[src/rtl/dbg_frame_pkg.sv]
`default_nettype none
// ============================================================================
// dbg_frame_pkg : shared state encoding, default frame delimiters and frame
//                 width helper for the debug frame serializer.
//                 Optional parity bit enabled by macro DBG_FRAME_PARITY_EN.
// Revision      : 1.0
// ============================================================================
package dbg_frame_pkg;

  typedef enum logic [1:0] {
    IDLE  = 2'd0,
    SHIFT = 2'd1,
    GAP   = 2'd2
  } state_t;

  localparam logic [3:0] C_START_PAT = 4'b1111;
  localparam logic [3:0] C_END_PAT   = 4'b1001;

`ifdef DBG_FRAME_PARITY_EN
  localparam int C_PARITY_W = 1;
`else
  localparam int C_PARITY_W = 0;
`endif

  function automatic int frame_w(input int start_w, input int key_w,
                                 input int msg_w, input int ct_w,
                                 input int end_w);
    return start_w + key_w + msg_w + ct_w + C_PARITY_W + end_w;
  endfunction

endpackage
`default_nettype wire

[src/rtl/dbg_frame_builder.sv]
`default_nettype none
// ============================================================================
// dbg_frame_builder : combinational frame assembly START|key|msg|ct|[par]|END.
//                     Even parity over key|msg|ct when DBG_FRAME_PARITY_EN.
// Revision          : 1.0
// ============================================================================
module dbg_frame_builder
  import dbg_frame_pkg::*;
#(
  parameter int                 KEY_W     = 4,
  parameter int                 MSG_W     = 7,
  parameter int                 CT_W      = 7,
  parameter int                 START_W   = 4,
  parameter logic [START_W-1:0] START_PAT = C_START_PAT,
  parameter int                 END_W     = 4,
  parameter logic [END_W-1:0]   END_PAT   = C_END_PAT,
  localparam int                FRAME_W   = frame_w(START_W, KEY_W, MSG_W, CT_W, END_W)
) (
  input  logic [KEY_W-1:0]   i_key,
  input  logic [MSG_W-1:0]   i_msg,
  input  logic [CT_W-1:0]    i_ct,
  output logic [FRAME_W-1:0] o_frame
);

`ifdef DBG_FRAME_PARITY_EN
  logic w_parity;
  assign w_parity = ^{i_key, i_msg, i_ct};
  assign o_frame  = {START_PAT, i_key, i_msg, i_ct, w_parity, END_PAT};
`else
  assign o_frame  = {START_PAT, i_key, i_msg, i_ct, END_PAT};
`endif

endmodule
`default_nettype wire

[src/rtl/debug_frame_serializer.sv]
`default_nettype none
// ============================================================================
// debug_frame_serializer : snapshots cipher status counters and shifts a
//                          framed word MSB-first with a valid flag.
//                          Optional parity bit via macro DBG_FRAME_PARITY_EN.
// Revision               : 1.0
// ============================================================================
module debug_frame_serializer
  import dbg_frame_pkg::*;
#(
  parameter int                 KEY_W      = 4,
  parameter int                 MSG_W      = 7,
  parameter int                 CT_W       = 7,
  parameter int                 START_W    = 4,
  parameter logic [START_W-1:0] START_PAT  = C_START_PAT,
  parameter int                 END_W      = 4,
  parameter logic [END_W-1:0]   END_PAT    = C_END_PAT,
  parameter int                 GAP_CYCLES = 2
) (
  input  logic             clk,
  input  logic             rst_n,
  input  logic             ena,
  input  logic             debug_en,
  input  logic             single_shot,
  input  logic             trigger,
  input  logic [KEY_W-1:0] key_counter,
  input  logic [MSG_W-1:0] message_counter,
  input  logic [CT_W-1:0]  ciphertext_counter,
  output logic             data_out,
  output logic             data_flag,
  output logic             frame_done,
  output logic             busy
);

  localparam int FRAME_W = frame_w(START_W, KEY_W, MSG_W, CT_W, END_W);
  localparam int CNT_W   = (FRAME_W > 1) ? $clog2(FRAME_W) : 1;
  localparam int GAP_W   = (GAP_CYCLES > 1) ? $clog2(GAP_CYCLES) : 1;
  localparam logic [CNT_W-1:0] C_LAST_IDX = CNT_W'(FRAME_W - 1);
  localparam logic [GAP_W-1:0] C_GAP_LOAD = (GAP_CYCLES > 0) ? GAP_W'(GAP_CYCLES - 1) : '0;

  logic [FRAME_W-1:0] w_frame;

  state_t             r_state,      w_state_nxt;
  logic [FRAME_W-1:0] r_shift,      w_shift_nxt;
  logic [CNT_W-1:0]   r_cnt,        w_cnt_nxt;
  logic [GAP_W-1:0]   r_gap,        w_gap_nxt;
  logic               r_data_out,   w_data_out_nxt;
  logic               r_data_flag,  w_data_flag_nxt;
  logic               r_frame_done, w_frame_done_nxt;
  logic               r_busy,       w_busy_nxt;
  logic               w_run;
  logic               w_go;

  dbg_frame_builder #(
    .KEY_W     (KEY_W),
    .MSG_W     (MSG_W),
    .CT_W      (CT_W),
    .START_W   (START_W),
    .START_PAT (START_PAT),
    .END_W     (END_W),
    .END_PAT   (END_PAT)
  ) u_builder (
    .i_key   (key_counter),
    .i_msg   (message_counter),
    .i_ct    (ciphertext_counter),
    .o_frame (w_frame)
  );

  assign w_run = ena & debug_en;
  assign w_go  = w_run & (~single_shot | trigger);

  always_ff @(posedge clk or negedge rst_n) begin
    if (!rst_n) begin
      r_state      <= IDLE;
      r_shift      <= '0;
      r_cnt        <= '0;
      r_gap        <= '0;
      r_data_out   <= 1'b0;
      r_data_flag  <= 1'b0;
      r_frame_done <= 1'b0;
      r_busy       <= 1'b0;
    end else begin
      r_state      <= w_state_nxt;
      r_shift      <= w_shift_nxt;
      r_cnt        <= w_cnt_nxt;
      r_gap        <= w_gap_nxt;
      r_data_out   <= w_data_out_nxt;
      r_data_flag  <= w_data_flag_nxt;
      r_frame_done <= w_frame_done_nxt;
      r_busy       <= w_busy_nxt;
    end
  end

  always_comb begin
    w_state_nxt      = r_state;
    w_shift_nxt      = r_shift;
    w_cnt_nxt        = r_cnt;
    w_gap_nxt        = r_gap;
    w_data_out_nxt   = 1'b0;
    w_data_flag_nxt  = 1'b0;
    w_frame_done_nxt = 1'b0;
    if (!w_run) begin
      w_state_nxt = IDLE;
    end else begin
      case (r_state)
        IDLE: begin
          if (w_go) begin
            w_shift_nxt     = w_frame;
            w_data_out_nxt  = w_frame[FRAME_W-1];
            w_data_flag_nxt = 1'b1;
            w_cnt_nxt       = C_LAST_IDX;
            w_state_nxt     = SHIFT;
          end
        end
        SHIFT: begin
          // r_cnt counts bits still to be presented after the current one
          if (r_cnt == '0) begin
            w_frame_done_nxt = 1'b1;
            if (GAP_CYCLES > 0) begin
              w_gap_nxt   = C_GAP_LOAD;
              w_state_nxt = GAP;
            end else begin
              w_state_nxt = IDLE;
            end
          end else begin
            w_data_out_nxt  = r_shift[FRAME_W-2];
            w_shift_nxt     = r_shift << 1;
            w_data_flag_nxt = 1'b1;
            w_cnt_nxt       = r_cnt - CNT_W'(1);
          end
        end
        GAP: begin
          if (r_gap == '0) begin
            w_state_nxt = IDLE;
          end else begin
            w_gap_nxt = r_gap - GAP_W'(1);
          end
        end
        default: w_state_nxt = IDLE;
      endcase
    end
    w_busy_nxt = (w_state_nxt != IDLE);
  end

  assign data_out   = r_data_out;
  assign data_flag  = r_data_flag;
  assign frame_done = r_frame_done;
  assign busy       = r_busy;

endmodule
`default_nettype wire
[config.mk]
export PLATFORM = sky130hd
export DESIGN_NAME = debug_frame_serializer
export DESIGN_NICKNAME = d
export VERILOG_FILES = /design/src/rtl/dbg_frame_pkg.sv /design/src/rtl/dbg_frame_builder.sv /design/src/rtl/debug_frame_serializer.sv
export SDC_FILE = /design/constraint.sdc
export NUM_CORES = 1
export LEC_CHECK = 0
export ABC_AREA = 1
export CORE_MARGIN = 5
export CORE_UTILIZATION = 55
export DETAILED_ROUTE_END_ITERATION = 10
export PLACE_DENSITY = 0.81
export SYNTH_ARGS = -nofsm -noshare
export SYNTH_HDL_FRONTEND = slang
export SYNTH_SLANG_ARGS = --single-unit
[constraint.sdc]
create_clock -name clk -period 3.5 [get_ports clk]
set_input_delay 0.7 -clock clk [delete_from_list [all_inputs] [get_ports clk]]
set_output_delay 0.7 -clock clk [all_outputs]
set_load 0.05 [all_outputs]
Word level (Yosys, flattened, before mapping)
Index checks and enable logic that the tools add are counted.
{"block": "classes", "n_mux": 24, "reduce_logical": 7, "eq_ne": 5, "bitwise": 4, "add_sub_neg": 2}
{"op": "$mux 25", "n": 2}
{"op": "$pmux 25 s2", "n": 1}
{"op": "$mux 1", "n": 10}
{"op": "$mux 5", "n": 2}
{"op": "$pmux 5 s2", "n": 1}
{"op": "$mux 2", "n": 4}
{"op": "$ne 2x2->1 const B", "n": 3}
{"op": "$pmux 1 s2", "n": 3}
{"op": "$pmux 2 s3", "n": 1}
{"op": "$reduce_bool 2->1", "n": 3}
{"op": "$logic_not 5->1", "n": 1}
{"op": "$sub 5x1->5 const B", "n": 1}
{"op": "$reduce_and 4->1", "n": 1}
{"op": "$reduce_and 3->1", "n": 1}
{"op": "$and 1x1->1", "n": 2}
{"op": "$eq 2x1->1 const B", "n": 1}
{"op": "$eq 2x2->1 const B", "n": 1}
{"op": "$logic_not 2->1", "n": 1}
{"op": "$not 1->1", "n": 1}
{"op": "$or 1x1->1", "n": 1}
{"op": "$sub 1x1->1 const B", "n": 1}
{"block": "totals", "ff_bits": 37, "inputBits": 24, "word_cells": 50}

Logic depth before layout (Yosys ltp)
{"block": "depth", "depth_word": 7, "ltp_mapped": 11, "depth_no_buf": 9}

Cells and area by module
Synthesis repeated with hierarchy kept, for this count alone.
{"block": "unflattened", "hier_cells": 293, "area_unflattened_um2": 2135.8}
{"mod": "debug_frame_serializer", "area_per_inst_um2": 1933.1, "cells_per_inst": 265, "n_inst": 1}
{"mod": "dbg_frame_builder", "area_per_inst_um2": 202.7, "cells_per_inst": 28, "n_inst": 1}

Worst setup path after synthesis
No wires, ideal clock.
{"block": "synth_path", "path_type": "input -> register", "start": "in ena", "end": "reg r_cnt[2]", "slack_ns": 1.998, "setup_time_ns": 0.117, "required_time_ns": 3.383, "arrival_ns": 1.386, "path_buffers": 2, "path_stages": 7, "path_cell_list": "nand2_1 -> nor2_1 -> nand2_1 -> buf_2 -> buf_4 -> nand3_1 -> nand2_1"}
{"block": "synth_between", "elab_chain_cells": 4}
{"item": "start, declared", "line_no": "debug_frame_serializer.sv:22", "rtl": "input logic ena,"}
{"item": "$and 1x1->1 *", "line_no": "debug_frame_serializer.sv:69", "rtl": "assign w_run = ena & debug_en;"}
{"item": "$and 1x1->1", "line_no": "debug_frame_serializer.sv:70", "rtl": "assign w_go = w_run & (~single_shot | trigger);"}
{"item": "$ne 2x2->1 (no source line)"}
{"item": "$reduce_and 4->1 (no source line) *"}
{"item": "end signal, assigned", "line_no": "debug_frame_serializer.sv:85", "rtl": "r_cnt <= w_cnt_nxt;"}
{"item": "end, declared", "line_no": "debug_frame_serializer.sv:45", "rtl": "logic [CNT_W-1:0] r_cnt, w_cnt_nxt;"}
Every way passes the cells marked *; elsewhere a longest branch is shown, timed or not.
A chain may end at the register's enable or synchronous reset.

Worst setup path in the final report
{"block": "layout_path", "start": "reg r_state[1]", "end": "reg r_shift[9]"}
{"block": "layout_between", "elab_chain_cells": 3, "word_cells_on_any_way": 7, "classes_between": "eq/ne: 3; mux: 1; reduce/logical: 3"}
{"item": "start, declared", "line_no": "debug_frame_serializer.sv:43", "rtl": "state_t r_state, w_state_nxt;"}
{"item": "start signal, assigned", "line_no": "debug_frame_serializer.sv:83", "rtl": "r_state <= w_state_nxt;"}
{"item": "$eq 2x1->1 or $logic_not 2->1 (tied branches)", "line_no": "debug_frame_serializer.sv:105", "rtl": "case (r_state)"}
{"item": "$ne 2x2->1 (no source line) or $reduce_bool 2->1 (tied branches)"}
{"item": "$reduce_and 4->1 (no source line)"}
{"item": "end signal, assigned", "line_no": "debug_frame_serializer.sv:84", "rtl": "r_shift <= w_shift_nxt;"}
{"item": "end, declared", "line_no": "debug_frame_serializer.sv:44", "rtl": "logic [FRAME_W-1:0] r_shift, w_shift_nxt;"}
Parallel ways exist; a longest one is shown, timed or not.

==> metrics.yaml <==
critical_path:
  worstSetupEndpointType: "flop"
  cp_max_fo: 28
  crit_type: "flop to flop"
  cpLargestDelayFamily: "simple AND/OR/NAND/NOR gates"
  arrival_ns: 2.45
  slowest_stage: "nand3_2"
  cp-start-kind: "flop"
  cp_num_buf_inv: 2
  max_stage_delay_ns: 0.52
  crit_top_cell: "inv_2"
  path_cells: "inv_2 > nand2_2 > inv_2 > nand3_2 > nand3_1 > nand2_1"
  required_ns: 3.73
finish:
  multi_input_area_um2: 823
  layout_commonest_cell: "nand2_1"
  final_area_um2: 2190
  diodes: 0
  layout_common_cells: "nand2_1 (127), dfrtp_1 (37), nand3_1 (36)"
  final_nets: 303
  seqCellArea_um2: 926
  fillCellCount: 307
  finalNonFillerCells: 324
  syn2layout_area_growth_pct: 16.8
  drive_above_1_share_pct: 7.55
hold_path:
  min_path_type: "flop to flop"
synth:
  syn-cell-area_um2: 1880
  syn_avg_cell_area_um2: 7.42
  ys_types: 20
  seq_area_frac_synth_pct: 49.3
  synth_seq_cells: 37
  synth_nets: 279
  netlist_instances: 253
  yosys_warnings: 0
clock_network:
  path_clk_slew_ns: 0.11
  cts_resized: 0
  postCtsHoldBufs: 0
  cts_tree: "yes"
  cts_setup_buffers: 0
  cts_sinks: 37
  clockBufferDepth: 2
  htree_levels: 2
  cts-root-buf: "clkbuf_4"
  clock_latency_ns: 0.33
  cts_made_buffers: 5
detailed_routing:
  vias: 1609
  wl_per_cell_um: 11.3
  drt-vias-per-instance: 4.97
  first_pass_iters: 5
  drt_wl_total_mm: 3.66
  drcViolationCount: 0
  drt_iter0_markers: 68
  antenna_left: 0
global_route:
  grt_pass1_wl_mm: 6.42
  grt_overflow: 0
  grt_start_max_net_pins: 38
  antenna_found_initial: 0
  grt_pass1_vias: 1543
  track_usage_pct: 18.5
power_and_ir_drop:
  peakVddDrop_v: 0.000293
  fin_total_pwr_mw: 1.03
  power_density_nw_per_um2: 471
  p_leak_nw: 1.18
sta:
  hold_violations: 0
  rsz0062_at_grt: "no"
  fin_crit_ns: 2.23
  max_slew.worst_pin.slew_ns: 0.929
  fmax_ghz: 0.449
  setup_viol: 0
  fin_crit_sh_pct: 63.7
  fin_setup_tns_ns: 0
  drv_slew: 0
  slew_headroom_pct: 37.9
  clock_skew_ns: 0.00427
floorplanning:
  fp.dieW_um: 68.4
  num_rows: 21
  ios: 28
  dieArea_um2: 4680
  coreArea_um2: 3310
  start_util_pct: 56.7
  die_y_um: 68.4
place:
  dpl.hpwl_mm: 2.33
  portBuffers: 27
  place_area_um2: 2140
  place_inst: 316
  routabilityCongestion: 0.762
status:
  outcome: "completed"
flow_run:
  maxCapViolations: 0
-- area by class of cell --
type / instances / share of cell area, %
Inverter: 13 / 2.23
Tap cell: 46 / 2.63
Timing Repair Buffer: 29 / 13.0
Clock buffer: 6 / 1.88
Sequential cell: 37 / 42.2
Clock inverter: 2 / 0.457
Multi-Input combinational cell: 191 / 37.6
-- state kept, by name, summed over array words and instances, names as in the netlist --
name / flops
frame_done: 1
busy: 1
r_gap: 1
r_shift: 25
data_flag: 1
r_cnt: 5
data_out: 1
r_state: 2
-- stage by stage --
step | hold slack (ns) | worst slack (ns) | utilization [%]
6_report | 0.490 | 1.27 | 66.2
5_1_grt | 0.544 | 1.07 | 66.2
4_1_cts | 0.493 | 1.25 | 66.2
3_5_place_dp | 0.462 | 1.05 | 64.7
3_3_place_gp | 0.459 | 1.04 | 64.7
2_1_floorplan | 0.404 | 2.00 | -
-- where the power goes --
group / leakage (nW) / total (mW) / internal, mW / switching [mW]
combinational: 0.681 / 0.261 / 0.112 / 0.149
clock: 0.0320 / 0.213 / 0.0766 / 0.137
sequential: 0.464 / 0.558 / 0.509 / 0.0491
-- layer usage --
layer / GRT usage (%) / share of wire (%)
met1: 21.6 / 45
met2: 31.2 / 49
met3: 5.58 / 4.0
met4: 7.94 / 1.6
met5: 0 / 0
-- final timing paths --
kind	slack, ns	cells past startpoint	startpoint	end
worst max-delay path	1.27	6	r_state[1]	r_shift[9]
worst min-delay path	0.49	2	r_cnt[0]	r_cnt[0]
worst max register to register	1.27	6	r_state[1]	r_shift[9]
worst min register to register	0.49	2	r_cnt[0]	r_cnt[0]
max in group asynchronous	2.40	2	rst_n	r_shift[6]
min in group asynchronous	0.77	2	rst_n	r_cnt[0]
-- cells in the mapped netlist --
cell type	count	area (um2)
inv_1	11	41.3
or2_2	4	25.0
nand3_1	36	180
nor2_4	1	11.3
xnor2_1	1	8.76
dfrtp_1	37	926
a21oi_1	2	10.0
buf_4	3	22.5
ha_1	2	25.0
inv_2	2	7.51
nand2_1	127	477
nand2_2	2	12.5
nor2_1	11	41.3
nor2_2	2	12.5
buf_2	6	30.0
buf_6	2	22.5
o21ai_0	1	5.00
nand3_2	1	10.0
nor3_1	1	5.00
clkbuf_1	1	3.75
-- logic make-up (layout without fill, tap and decap cells) --
kind of cell	Yosys count	in the layout	share of synthesized area (%)
AO/OA/AOI/OAI	3	3	0.800
XOR/XNOR	1	1	0.467
adder cells (fa/ha/maj)	2	2	1.33
AND/OR/NAND/NOR	185	185	41.3
flip-flops	37	37	49.3
buffers and inverters	25	50	6.80
-- tightest hold or removal path, stage by stage, from the launching register on --
cell and delay [ns]:
dfrtp_1 0.36, nand2_1 0.05, nand2_1 0.06
(Power assumes the default switching activity.)
